--- config.mk ---
export PLATFORM = sky130hd
export DESIGN_NAME = axis_addr_arb
export DESIGN_NICKNAME = d
export VERILOG_FILES = /design/src/rtl/axis_addr_arb_pkg.sv /design/src/rtl/axis_ord_fifo.sv /design/src/rtl/axis_addr_arb.sv
export SDC_FILE = /design/constraint.sdc
export NUM_CORES = 1
export LEC_CHECK = 0
export CORE_MARGIN = 2
export CORE_UTILIZATION = 51
export CTS_CLUSTER_SIZE = 40
export DETAILED_ROUTE_END_ITERATION = 10
export PLACE_DENSITY = 0.87
export RECOVER_POWER = 50
export SLEW_MARGIN = 0
export SYNTH_ARGS = -nofsm -noshare
export SYNTH_HDL_FRONTEND = slang
export SYNTH_SLANG_ARGS = --single-unit
--- constraint.sdc ---
create_clock -name clk -period 3.4 [get_ports clk]
set_clock_uncertainty 0.1 [all_clocks]
set_input_delay 0.51 -clock clk [delete_from_list [all_inputs] [get_ports clk]]
set_output_delay 0.51 -clock clk [all_outputs]
set_load 0.03 [all_outputs]
--- src/rtl/axis_addr_arb_pkg.sv ---
// rtl/axis_addr_arb_pkg.sv - shared types and helpers for the write-address arbiter
package axis_addr_arb_pkg;

    typedef enum logic [0:0] {
        ST_IDLE  = 1'b0,
        ST_ISSUE = 1'b1
    } arb_state_e;

    // Ceiling log2, used to size counters from elaboration-time constants.
    function automatic int clog2(input int value);
        int result;
        result = 0;
        for (int i = 0; i < 31; i++) begin
            if ((1 << i) < value) begin
                result = i + 1;
            end
        end
        return result;
    endfunction

endpackage

--- src/rtl/axis_ord_fifo.sv ---
// rtl/axis_ord_fifo.sv - grant-order FIFO with registered head
module axis_ord_fifo #(
    parameter int WIDTH      = 9,
    parameter int DEPTH_LOG2 = 3
) (
    input  logic             clk,
    input  logic             rst_n,
    input  logic             push,
    input  logic [WIDTH-1:0] push_data,
    input  logic             pop,
    output logic [WIDTH-1:0] head_data,
    output logic             head_valid
);
    localparam int DEPTH = 1 << DEPTH_LOG2;
    localparam int CNT_W = DEPTH_LOG2 + 1;

    logic [WIDTH-1:0]      mem [DEPTH];
    logic [DEPTH_LOG2-1:0] wr_ptr;
    logic [DEPTH_LOG2-1:0] rd_ptr;
    logic [DEPTH_LOG2-1:0] rd_ptr_next;
    logic [CNT_W-1:0]      count;
    logic [CNT_W-1:0]      count_next;
    logic                  do_push;
    logic                  do_pop;
    logic                  bypass;

    // Qualify push/pop and work out which entry becomes the next head.
    always_comb begin
        do_pop      = pop && (count != '0);
        do_push     = push && ((count != CNT_W'(DEPTH)) || do_pop);
        rd_ptr_next = do_pop ? rd_ptr + DEPTH_LOG2'(1) : rd_ptr;
        count_next  = count;
        if (do_push && !do_pop) begin
            count_next = count + CNT_W'(1);
        end else if (!do_push && do_pop) begin
            count_next = count - CNT_W'(1);
        end
        // The pushed entry lands straight in the head when nothing older survives.
        bypass = do_push && ((count == '0) || ((count == CNT_W'(1)) && do_pop));
    end

    // Entry storage; contents are only meaningful between the pointers.
    always_ff @(posedge clk) begin
        if (do_push) begin
            mem[wr_ptr] <= push_data;
        end
    end

    // Pointers, occupancy and the registered head.
    always_ff @(posedge clk) begin
        if (!rst_n) begin
            wr_ptr     <= '0;
            rd_ptr     <= '0;
            count      <= '0;
            head_valid <= 1'b0;
            head_data  <= '0;
        end else begin
            if (do_push) begin
                wr_ptr <= wr_ptr + DEPTH_LOG2'(1);
            end
            rd_ptr     <= rd_ptr_next;
            count      <= count_next;
            head_valid <= (count_next != '0);
            if (bypass) begin
                head_data <= push_data;
            end else if (count_next != '0) begin
                head_data <= mem[rd_ptr_next];
            end
        end
    end

endmodule

--- src/rtl/axis_addr_arb.sv ---
// rtl/axis_addr_arb.sv - round-robin arbiter sharing one AXI write-address channel
module axis_addr_arb
    import axis_addr_arb_pkg::*;
#(
    parameter int NB_PORTS       = 2,
    parameter int ID_WIDTH       = 1,
    parameter int AXI_LEN_WIDTH  = 8,
    parameter int AXI_ADDR_WIDTH = 32,
    parameter int ORD_DEPTH_LOG2 = 3
) (
    input  logic                               clk,
    input  logic                               rst_n,
    input  logic [NB_PORTS*AXI_ADDR_WIDTH-1:0] req_aaddr,
    input  logic [NB_PORTS*AXI_LEN_WIDTH-1:0]  req_alen,
    input  logic [NB_PORTS-1:0]                req_avalid,
    output logic [NB_PORTS-1:0]                req_aready,
    output logic [AXI_ADDR_WIDTH-1:0]          axi_aaddr,
    output logic [AXI_LEN_WIDTH-1:0]           axi_alen,
    output logic                               axi_avalid,
    input  logic                               axi_aready,
    output logic [ID_WIDTH-1:0]                ord_id,
    output logic [AXI_LEN_WIDTH-1:0]           ord_len,
    output logic                               ord_valid,
    input  logic                               ord_ready
);
    localparam int DEPTH  = 1 << ORD_DEPTH_LOG2;
    localparam int OCC_W  = clog2(DEPTH + 1);
    localparam int FIFO_W = ID_WIDTH + AXI_LEN_WIDTH;

    arb_state_e              state_q;
    logic [ID_WIDTH-1:0]     id_q;
    logic [ID_WIDTH-1:0]     ptr_q;
    logic [OCC_W-1:0]        occ_q;

    logic                    hs;
    logic                    pop;
    logic                    room;
    logic                    may_grant;
    logic                    grant;
    logic [ID_WIDTH-1:0]     next_after_id;
    logic [ID_WIDTH-1:0]     base;
    logic                    hit_hi;
    logic                    hit_lo;
    logic [ID_WIDTH-1:0]     idx_hi;
    logic [ID_WIDTH-1:0]     idx_lo;
    logic [ID_WIDTH-1:0]     gnt_id;
    logic [AXI_ADDR_WIDTH-1:0] gnt_addr;
    logic [AXI_LEN_WIDTH-1:0]  gnt_len;
    logic [FIFO_W-1:0]       fifo_head;

    // Decide whether a grant may be issued this cycle and where the search starts.
    always_comb begin
        hs            = (state_q == ST_ISSUE) && axi_aready;
        pop           = ord_valid && ord_ready;
        room          = (occ_q < OCC_W'(DEPTH)) || pop;
        may_grant     = rst_n && room && ((state_q == ST_IDLE) || hs);
        next_after_id = (id_q == ID_WIDTH'(NB_PORTS - 1)) ? '0 : id_q + ID_WIDTH'(1);
        // A regrant on handshake already sees the pointer advanced past the winner.
        base          = hs ? next_after_id : ptr_q;
    end

    // Round-robin search: lowest requester at or above base, else lowest overall.
    always_comb begin
        hit_hi     = 1'b0;
        hit_lo     = 1'b0;
        idx_hi     = '0;
        idx_lo     = '0;
        for (int p = NB_PORTS - 1; p >= 0; p--) begin
            if (req_avalid[p]) begin
                hit_lo = 1'b1;
                idx_lo = ID_WIDTH'(p);
                if (p >= int'(base)) begin
                    hit_hi = 1'b1;
                    idx_hi = ID_WIDTH'(p);
                end
            end
        end
        gnt_id     = hit_hi ? idx_hi : idx_lo;
        grant      = may_grant && hit_lo;
        gnt_addr   = '0;
        gnt_len    = '0;
        req_aready = '0;
        for (int p = 0; p < NB_PORTS; p++) begin
            if (gnt_id == ID_WIDTH'(p)) begin
                gnt_addr      = req_aaddr[p*AXI_ADDR_WIDTH +: AXI_ADDR_WIDTH];
                gnt_len       = req_alen[p*AXI_LEN_WIDTH +: AXI_LEN_WIDTH];
                req_aready[p] = grant;
            end
        end
    end

    // Issue FSM with registered address outputs, pointer and credit counter.
    always_ff @(posedge clk) begin
        if (!rst_n) begin
            state_q    <= ST_IDLE;
            axi_avalid <= 1'b0;
            axi_aaddr  <= '0;
            axi_alen   <= '0;
            id_q       <= '0;
            ptr_q      <= '0;
            occ_q      <= '0;
        end else begin
            case (state_q)
                ST_IDLE: begin
                    if (grant) begin
                        state_q    <= ST_ISSUE;
                        axi_avalid <= 1'b1;
                        axi_aaddr  <= gnt_addr;
                        axi_alen   <= gnt_len;
                        id_q       <= gnt_id;
                    end
                end
                ST_ISSUE: begin
                    if (axi_aready) begin
                        ptr_q <= next_after_id;
                        if (grant) begin
                            axi_aaddr <= gnt_addr;
                            axi_alen  <= gnt_len;
                            id_q      <= gnt_id;
                        end else begin
                            state_q    <= ST_IDLE;
                            axi_avalid <= 1'b0;
                        end
                    end
                end
                default: begin
                    state_q    <= ST_IDLE;
                    axi_avalid <= 1'b0;
                end
            endcase
            if (grant && !pop) begin
                occ_q <= occ_q + OCC_W'(1);
            end else if (!grant && pop) begin
                occ_q <= occ_q - OCC_W'(1);
            end
        end
    end

    axis_ord_fifo #(
        .WIDTH      (FIFO_W),
        .DEPTH_LOG2 (ORD_DEPTH_LOG2)
    ) u_ord_fifo (
        .clk        (clk),
        .rst_n      (rst_n),
        .push       (hs),
        .push_data  ({id_q, axi_alen}),
        .pop        (ord_ready),
        .head_data  (fifo_head),
        .head_valid (ord_valid)
    );

    assign ord_id  = fifo_head[FIFO_W-1 -: ID_WIDTH];
    assign ord_len = fifo_head[AXI_LEN_WIDTH-1:0];

endmodule
==> flow_summary.json, run 1 <==
{
  "run_status": "complete, no violations",
  "ant_diodes": 0,
  "worst_ep_arrival_time_ns": 3.35,
  "timing.critical_path.max_delay_family": "compound AO/OA/AOI/OAI gates",
  "drive_above_1_share_pct": 13.1,
  "syn_nets": 606,
  "worst_slew_pin_slew_ns": 1.26,
  "count_of_state_elements_after_synthesis": 140,
  "crit_fanout": 9,
  "via_count_of_the_first_global_routing_pass": 4882,
  "slowest_stage": "o21ai_0",
  "cp_num_buf_inv": 2,
  "timing.final.max_slew_violations": 0,
  "max-slew-margin-rel_pct": 16.3,
  "share_of_synthesized_area_occupied_by_flip_flops_and_latches_pct": 55.0,
  "worst_setup_path_end_kind": "flip-flop",
  "critical-path-top-cell-by-count": "o21ai_0",
  "synthDistinctLibCells": 54,
  "floorplan.die.height_microns": 116,
  "grt_overflow": 0,
  "synth_enable_flop_cells": 72,
  "place_hpwl_microns": 10300,
  "pre_antenna_drt_iters": 5,
  "critical-path-max-stage-delay_ns": 0.70,
  "fin_crit_sh_pct": 92.5,
  "cts.root.buffer_cell": "clkbuf_16",
  "detail_route.wirelength_microns": 15000,
  "ys_warn_count": 0,
  "reg2reg_slack_ns": 0.26,
  "syn2layout_area_growth_pct": 33.7,
  "hold_path.class": "reg -> reg",
  "floorplan.die_area_sq_um": 13500,
  "maxCapViolCount": 0,
  "postSynth.topFlopCell": "edfxtp_1",
  "finalNetCount": 748,
  "clock_tree.buffer_depth": 2,
  "die_width_microns": 116,
  "crit_path_cell_trace": "inv_1 > ha_1 > nand2b_1 > o21ai_0 > buf_4 > mux2_2 > o21ai_0 > a221oi_1 > o221a_1",
  "async_flop_share_pct": 0,
  "avgViaCountPerCell": 5.69,
  "critPathKind": "reg -> reg",
  "io_buffers": 138,
  "post-synth-top-area-cell": "edfxtp_1",
  "detailedRoute.firstIterationViolations": 310,
  "cts-htree-levels": 4,
  "timing_hold_violations_final": 0,
  "pin_count": 139,
  "final_core_utilization_pct": 70.7,
  "synth.avg_cell_area_sq_um": 12.5,
  "vias": 4742,
  "floorplan.initialDensity_pct": 52.9,
  "antenna_found_initial": 0,
  "grt_setup_unrepaired": "false",
  "maximum_number_of_pins_on_one_net_before_global_route_repair": 82,
  "setup_viol": 0,
  "totalNegativeSetupSlack_ns": 0,
  "synth_largest_type_area_fraction_pct": 33.8,
  "wire_per_inst_microns": 18.0,
  "leakage_nw": 3.23,
  "vdd_drop_max_mv": 0.361,
  "critical_path_required_ns": 3.61,
  "grt_first_pass_wirelength_microns": 24200,
  "worst_setup_hold_path_clk_slew_ns": 0.06,
  "remaining_drc_errors": 0,
  "grtUsageTotal_pct": 23.8,
  "syn_inst": 511,
  "synth_area_leaders": "edfxtp_1, dfxtp_1, mux2i_1",
  "worst_skew_pair.late_latency_ns": 0.42,
  "cts_tree": "built",
  "pwr_density_cell_nw_per_um2": 767,
  "clkSinkCount": 140,
  "timing.final.crit_period_ns": 3.14,
  "cts_hold_buffers": 0,
  "fmax_ghz": 0.318,
  "critPathLaunchType": "flip-flop",
  "numCtsBuffers": 17,
  "mappedNetlistArea_sq_um": 6400,
  "placement_rows": 40,
  "fp.coreArea_sq_um": 12100,
  "place.gp.congestion": 0.820,
  "drt.antenna.violating_nets": 0
}
## cells in the mapped netlist (2+ instances only)
master,n
edfxtp_1,72
inv_2,2
nor3_1,4
clkbuf_1,14
dfxtp_1,68
mux4_2,17
o211ai_1,4
buf_4,4
buf_6,3
o21ai_0,15
mux2_2,10
a211oi_1,41
a221oi_1,7
nand2b_1,5
nand2_1,12
o22ai_1,2
buf_2,13
xor2_1,3
nand3_1,4
a21o_1,3
and2_1,5
ha_1,8
o221a_1,7
xnor2_1,4
a21oi_1,10
mux2i_1,64
or3_1,3
o21a_1,8
nor2_1,67
inv_1,7
and3_1,2
## layout make-up
type                            count  area [sq um]
Inverter                            9          33.8
Multi-Input combinational cell    327          2650
Tap cell                          168           210
Sequential cell                   140          3520
Clock inverter                      9           108
Timing Repair Buffer              158          1530
Fill cell                         832          3550
Clock buffer                       23           500
## through the flow
stage	area (sq um)	hold slack (ns)	setup WS (ns)	power [mW]	cells
after floorplan	6400	0.359	0.206	4.03	511
after global placement	7980	0.354	0.175	4.68	802
after detailed placement	7980	0.392	0.0741	4.76	802
after CTS	8590	0.400	0.0701	6.65	834
after global routing	8560	0.408	0.0384	6.86	834
final	8560	0.392	0.256	6.57	834
## where the power goes
part           total [mW]  switching [mW]  leakage (nW)  internal [mW]
sequential           2.19           0.180          1.23           2.01
clock                1.87           0.682         0.283           1.18
combinational        2.51            1.32          1.73           1.19
## flip-flops by register name (all words and copies together), names as in the netlist
register,count
u_ord_fifo.wr_ptr,3
u_ord_fifo.head_data,9
axi_alen,8
id_q,1
axi_avalid,1
state_q,1
u_ord_fifo.head_valid,1
u_ord_fifo.rd_ptr,3
ptr_q,1
occ_q,4
u_ord_fifo.count,4
u_ord_fifo.mem,72
axi_aaddr,32
## worst register-to-register path, cell delays in order (launching register included)
cell and delay [ns]:
dfxtp_1 0.39, inv_1 0.11, ha_1 0.33, nand2b_1 0.16, o21ai_0 0.70, buf_4 0.32
mux2_2 0.35, o21ai_0 0.18, a221oi_1 0.08, o221a_1 0.30
## layer usage
metal / GRT usage [%] / wire [microns] / vias up
met5: 0 / 0 / -
met4: 10.4 / 272 / 0
met3: 6.96 / 1080 / 19
met2: 39.8 / 7480 / 198
met1: 28.9 / 6200 / 2287
li1: - / - / 2238
## cells in the final DEF, fill, tap and decap left out, types with 8 or more instances in the layout
| cell | netlist | routed |
|---|---|---|
| clkdlybuf4s50_1 | 0 | 91 |
| edfxtp_1 | 72 | 72 |
| dfxtp_1 | 68 | 68 |
| nor2_1 | 67 | 67 |
| mux2i_1 | 64 | 64 |
| dlygate4sd3_1 | 0 | 45 |
| a211oi_1 | 41 | 41 |
| clkbuf_16 | 0 | 19 |
| o21ai_0 | 15 | 17 |
| mux4_2 | 17 | 17 |
| buf_4 | 4 | 17 |
| nand2_1 | 12 | 12 |
| a21oi_1 | 10 | 10 |
| mux2_2 | 10 | 10 |
| ha_1 | 8 | 8 |
## final timing paths
| path | from | endpoint | cells past startpoint |
|---|---|---|---|
| setup reg to reg | u_ord_fifo.count[0]$_SDFF_PN0_ | u_ord_fifo.head_data[1]$_SDFFE_PN0P_ | 9 |
| hold / removal | axi_aaddr[27]$_SDFFE_PN0P_ | axi_aaddr[27]$_SDFFE_PN0P_ | 2 |
| setup / recovery | u_ord_fifo.count[0]$_SDFF_PN0_ | u_ord_fifo.head_data[1]$_SDFFE_PN0P_ | 9 |
| hold reg to reg | axi_aaddr[27]$_SDFFE_PN0P_ | axi_aaddr[27]$_SDFFE_PN0P_ | 2 |
## timing repair
action | in CTS | in global routing
gates resized for setup | 0 | 1
buffers inserted | 0 | 0
setup endpoints to repair | 0 | 1
## kinds of logic (layout without fill, tap and decap cells)
family	count (synthesis)	after routing	share of synthesized area, %
buf+inv	44	199	3.42
fa+ha+maj	9	9	1.88
xor+xnor	8	8	1.39
flops	140	140	55.0
compound gates	109	109	12.7
mux	91	91	17.7
simple gates	110	110	7.89
(Power assumes the default switching activity.)
==> run 2, diff against run 1 <==
==> constraint.sdc (replaced) <==
create_clock -name clk -period 3.4 [get_ports clk]
set_clock_uncertainty 0.1 [all_clocks]
set_input_delay 0.51 -clock clk [delete_from_list [all_inputs] [get_ports clk]]
set_output_delay 0.51 -clock clk [all_outputs]
set_load 0.01 [all_outputs]
==> flow_summary.json, run 2 (synthesis gave the netlist of run 1 again) <==
{
  "run_status": "complete, no violations",
  "fp.coreArea_sq_um": 12100,
  "remaining_drc_errors": 0,
  "flip_flop_count_of_the_largest_register_after_layout": 72,
  "drive_above_1_share_pct": 13.1,
  "timing_hold_violations_final": 0,
  "grt_overflow": 0,
  "max-slew-margin-rel_pct": 38.2,
  "final_cell_count_no_fill": 832,
  "maximum_number_of_pins_on_one_net_before_global_route_repair": 81,
  "final-seq-area_sq_um": 3520,
  "cts-htree-levels": 4,
  "floorplan.die_area_sq_um": 13500,
  "path_depth": 7,
  "antenna_found_initial": 0,
  "placement_rows": 40,
  "stdcell_area_sq_um": 8550,
  "cts_hold_buffers": 0,
  "timing.final.max_slew_violations": 0,
  "slowest_stage": "dlygate4sd3_1",
  "worst_skew_pair.late_latency_ns": 0.41,
  "worst_r2r_startpoint": "u_ord_fifo.count[0]$_SDFF_PN0_",
  "ant_diodes": 0,
  "worst_setup_hold_path_clk_slew_ns": 0.06,
  "pin_count": 139,
  "timing.final.crit_period_ns": 3.12,
  "place_hpwl_microns": 10400,
  "grt_setup_unrepaired": "false",
  "clockPowerShare_pct": 28.7,
  "hold_path.class": "reg -> reg",
  "via_count_of_the_first_global_routing_pass": 4891,
  "fin_crit_sh_pct": 91.8,
  "hold_slack_ns": 0.393,
  "wire_per_inst_microns": 18.2,
  "io_buffers": 138,
  "avgViaCountPerCell": 5.70,
  "critical_path_required_ns": 2.79,
  "biggestRegsByFlops": "u_ord_fifo.mem (72), axi_aaddr (32), u_ord_fifo.head_data (9)",
  "grt_first_pass_wirelength_microns": 24600,
  "timing.critical_path.to": "req_aready[1]",
  "detailedRoute.firstIterationViolations": 249,
  "drt.antenna.violating_nets": 0,
  "totalPowerFinal_mw": 6.33,
  "final.fill_count": 814,
  "cts.root.buffer_cell": "clkbuf_16",
  "multiInputGateArea_sq_um": 2660,
  "vias": 4740,
  "worst_setup_path_end_kind": "primary output",
  "cp_num_buf_inv": 3,
  "grtUsageTotal_pct": 24.2,
  "leakage_nw": 3.24,
  "commonest_non_fill_non_tap_cell_in_the_layout": "clkdlybuf4s50_1",
  "timing.critical_path.max_delay_family": "buffers and inverters",
  "worst_slew_pin_slew_ns": 0.925,
  "cts_setup_buffers": 0,
  "vdd_drop_max_mv": 0.341,
  "internal_power_mw": 4.33,
  "critical-path-max-stage-delay_ns": 0.55,
  "switching_share_pct": 31.6,
  "power.share.combinational_pct": 36.6,
  "place.gp.congestion": 0.814,
  "detail_route.wirelength_microns": 15200,
  "crit_fanout": 4,
  "critPathLaunchType": "primary input",
  "maxCapViolCount": 0,
  "critPathKind": "in -> out",
  "reg2regPathDepth": 9,
  "setup_viol": 0,
  "clkSinkCount": 140,
  "power_frac_seq_pct": 34.7,
  "syn2layout_area_growth_pct": 33.5,
  "worst_setup_path_startpoint": "ord_ready",
  "numCtsBuffers": 17,
  "cts_tree": "built",
  "clock_tree.buffer_depth": 2,
  "totalNegativeSetupSlack_ns": 0,
  "fmax_ghz": 0.320,
  "post_cts_resize_count": 0,
  "pwr_density_cell_nw_per_um2": 741,
  "floorplan.die.height_microns": 116,
  "crit_path_cell_trace": "dlygate4sd3_1 > nand2_1 > a21oi_1 > o21ai_0 > clkinv_1 > and2_0 > clkdlybuf4s50_1",
  "place.detailed.instances": 800,
  "finalNetCount": 746,
  "die_width_microns": 116,
  "post_dp_cell_area_sq_um": 7960,
  "worst_ep_arrival_time_ns": 2.51,
  "worst_r2r_endpoint": "u_ord_fifo.head_data[5]$_SDFFE_PN0P_",
  "top_register": "u_ord_fifo.mem",
  "pre_antenna_drt_iters": 4,
  "floorplan.initialDensity_pct": 52.9,
  "netSwitchingPower_mw": 2.00,
  "reg2reg_slack_ns": 0.41,
  "mostFrequentLayoutCells": "clkdlybuf4s50_1, edfxtp_1, dfxtp_1"
}
-- run 2: per-layer routing --
metal	vias to the layer above	GRT usage [%]	wire length, microns
li1	2230	-	-
met1	2272	27.7	5760
met2	207	41.7	7710
met3	31	7.95	1360
met4	0	10.2	323
met5	-	0	0
-- run 2: worst min-delay path by stage --
stage / start / depth (start not counted) / endpoint
final: axi_avalid$_SDFFE_PN0P_ / 2 / axi_avalid$_SDFFE_PN0P_
after global routing: axi_avalid$_SDFFE_PN0P_ / 2 / axi_avalid$_SDFFE_PN0P_
after CTS: occ_q[3]$_SDFFE_PN0P_ / 2 / occ_q[3]$_SDFFE_PN0P_
after detailed placement: axi_avalid$_SDFFE_PN0P_ / 2 / axi_avalid$_SDFFE_PN0P_
after global placement: axi_avalid$_SDFFE_PN0P_ / 2 / axi_avalid$_SDFFE_PN0P_
after floorplan: occ_q[3]$_SDFFE_PN0P_ / 2 / occ_q[3]$_SDFFE_PN0P_
-- run 2: layout make-up --
class / count / share of cell area [%]
Clock buffer: 24 / 6.00
Clock inverter: 8 / 0.966
Inverter: 9 / 0.395
Multi-Input combinational cell: 327 / 31.1
Sequential cell: 140 / 41.2
Tap cell: 168 / 2.46
Timing Repair Buffer: 156 / 17.8
-- run 2: worst reg2reg max path: cells and delay by family, from the launching register on --
| family | cells | cell delay (ns) |
|---|---|---|
| buf+inv | 2 | 0.56 |
| flops | 1 | 0.39 |
| fa+ha+maj | 1 | 0.34 |
| xor+xnor | 1 | 0.22 |
| simple gates | 2 | 0.63 |
| compound gates | 3 | 0.71 |
-- run 2: power by group through the flow --
stage / Clock, mW / Combinational [mW] / Sequential (mW)
floorplan: 0 / 1.61 / 2.23
global placement: 0 / 2.27 / 2.21
detailed placement: 0 / 2.34 / 2.23
CTS: 1.84 / 2.37 / 2.20
global route: 1.92 / 2.50 / 2.23
finish: 1.82 / 2.32 / 2.20
-- run 2: through the flow --
| step | worst slack [ns] | utilization (%) |
|---|---|---|
| after floorplan | 0.206 | - |
| after global placement | 0.207 | 65.7 |
| after detailed placement | 0.0478 | 65.7 |
| after CTS | 0.371 | 70.6 |
| after global routing | 0.124 | 70.6 |
| final | 0.279 | 70.6 |
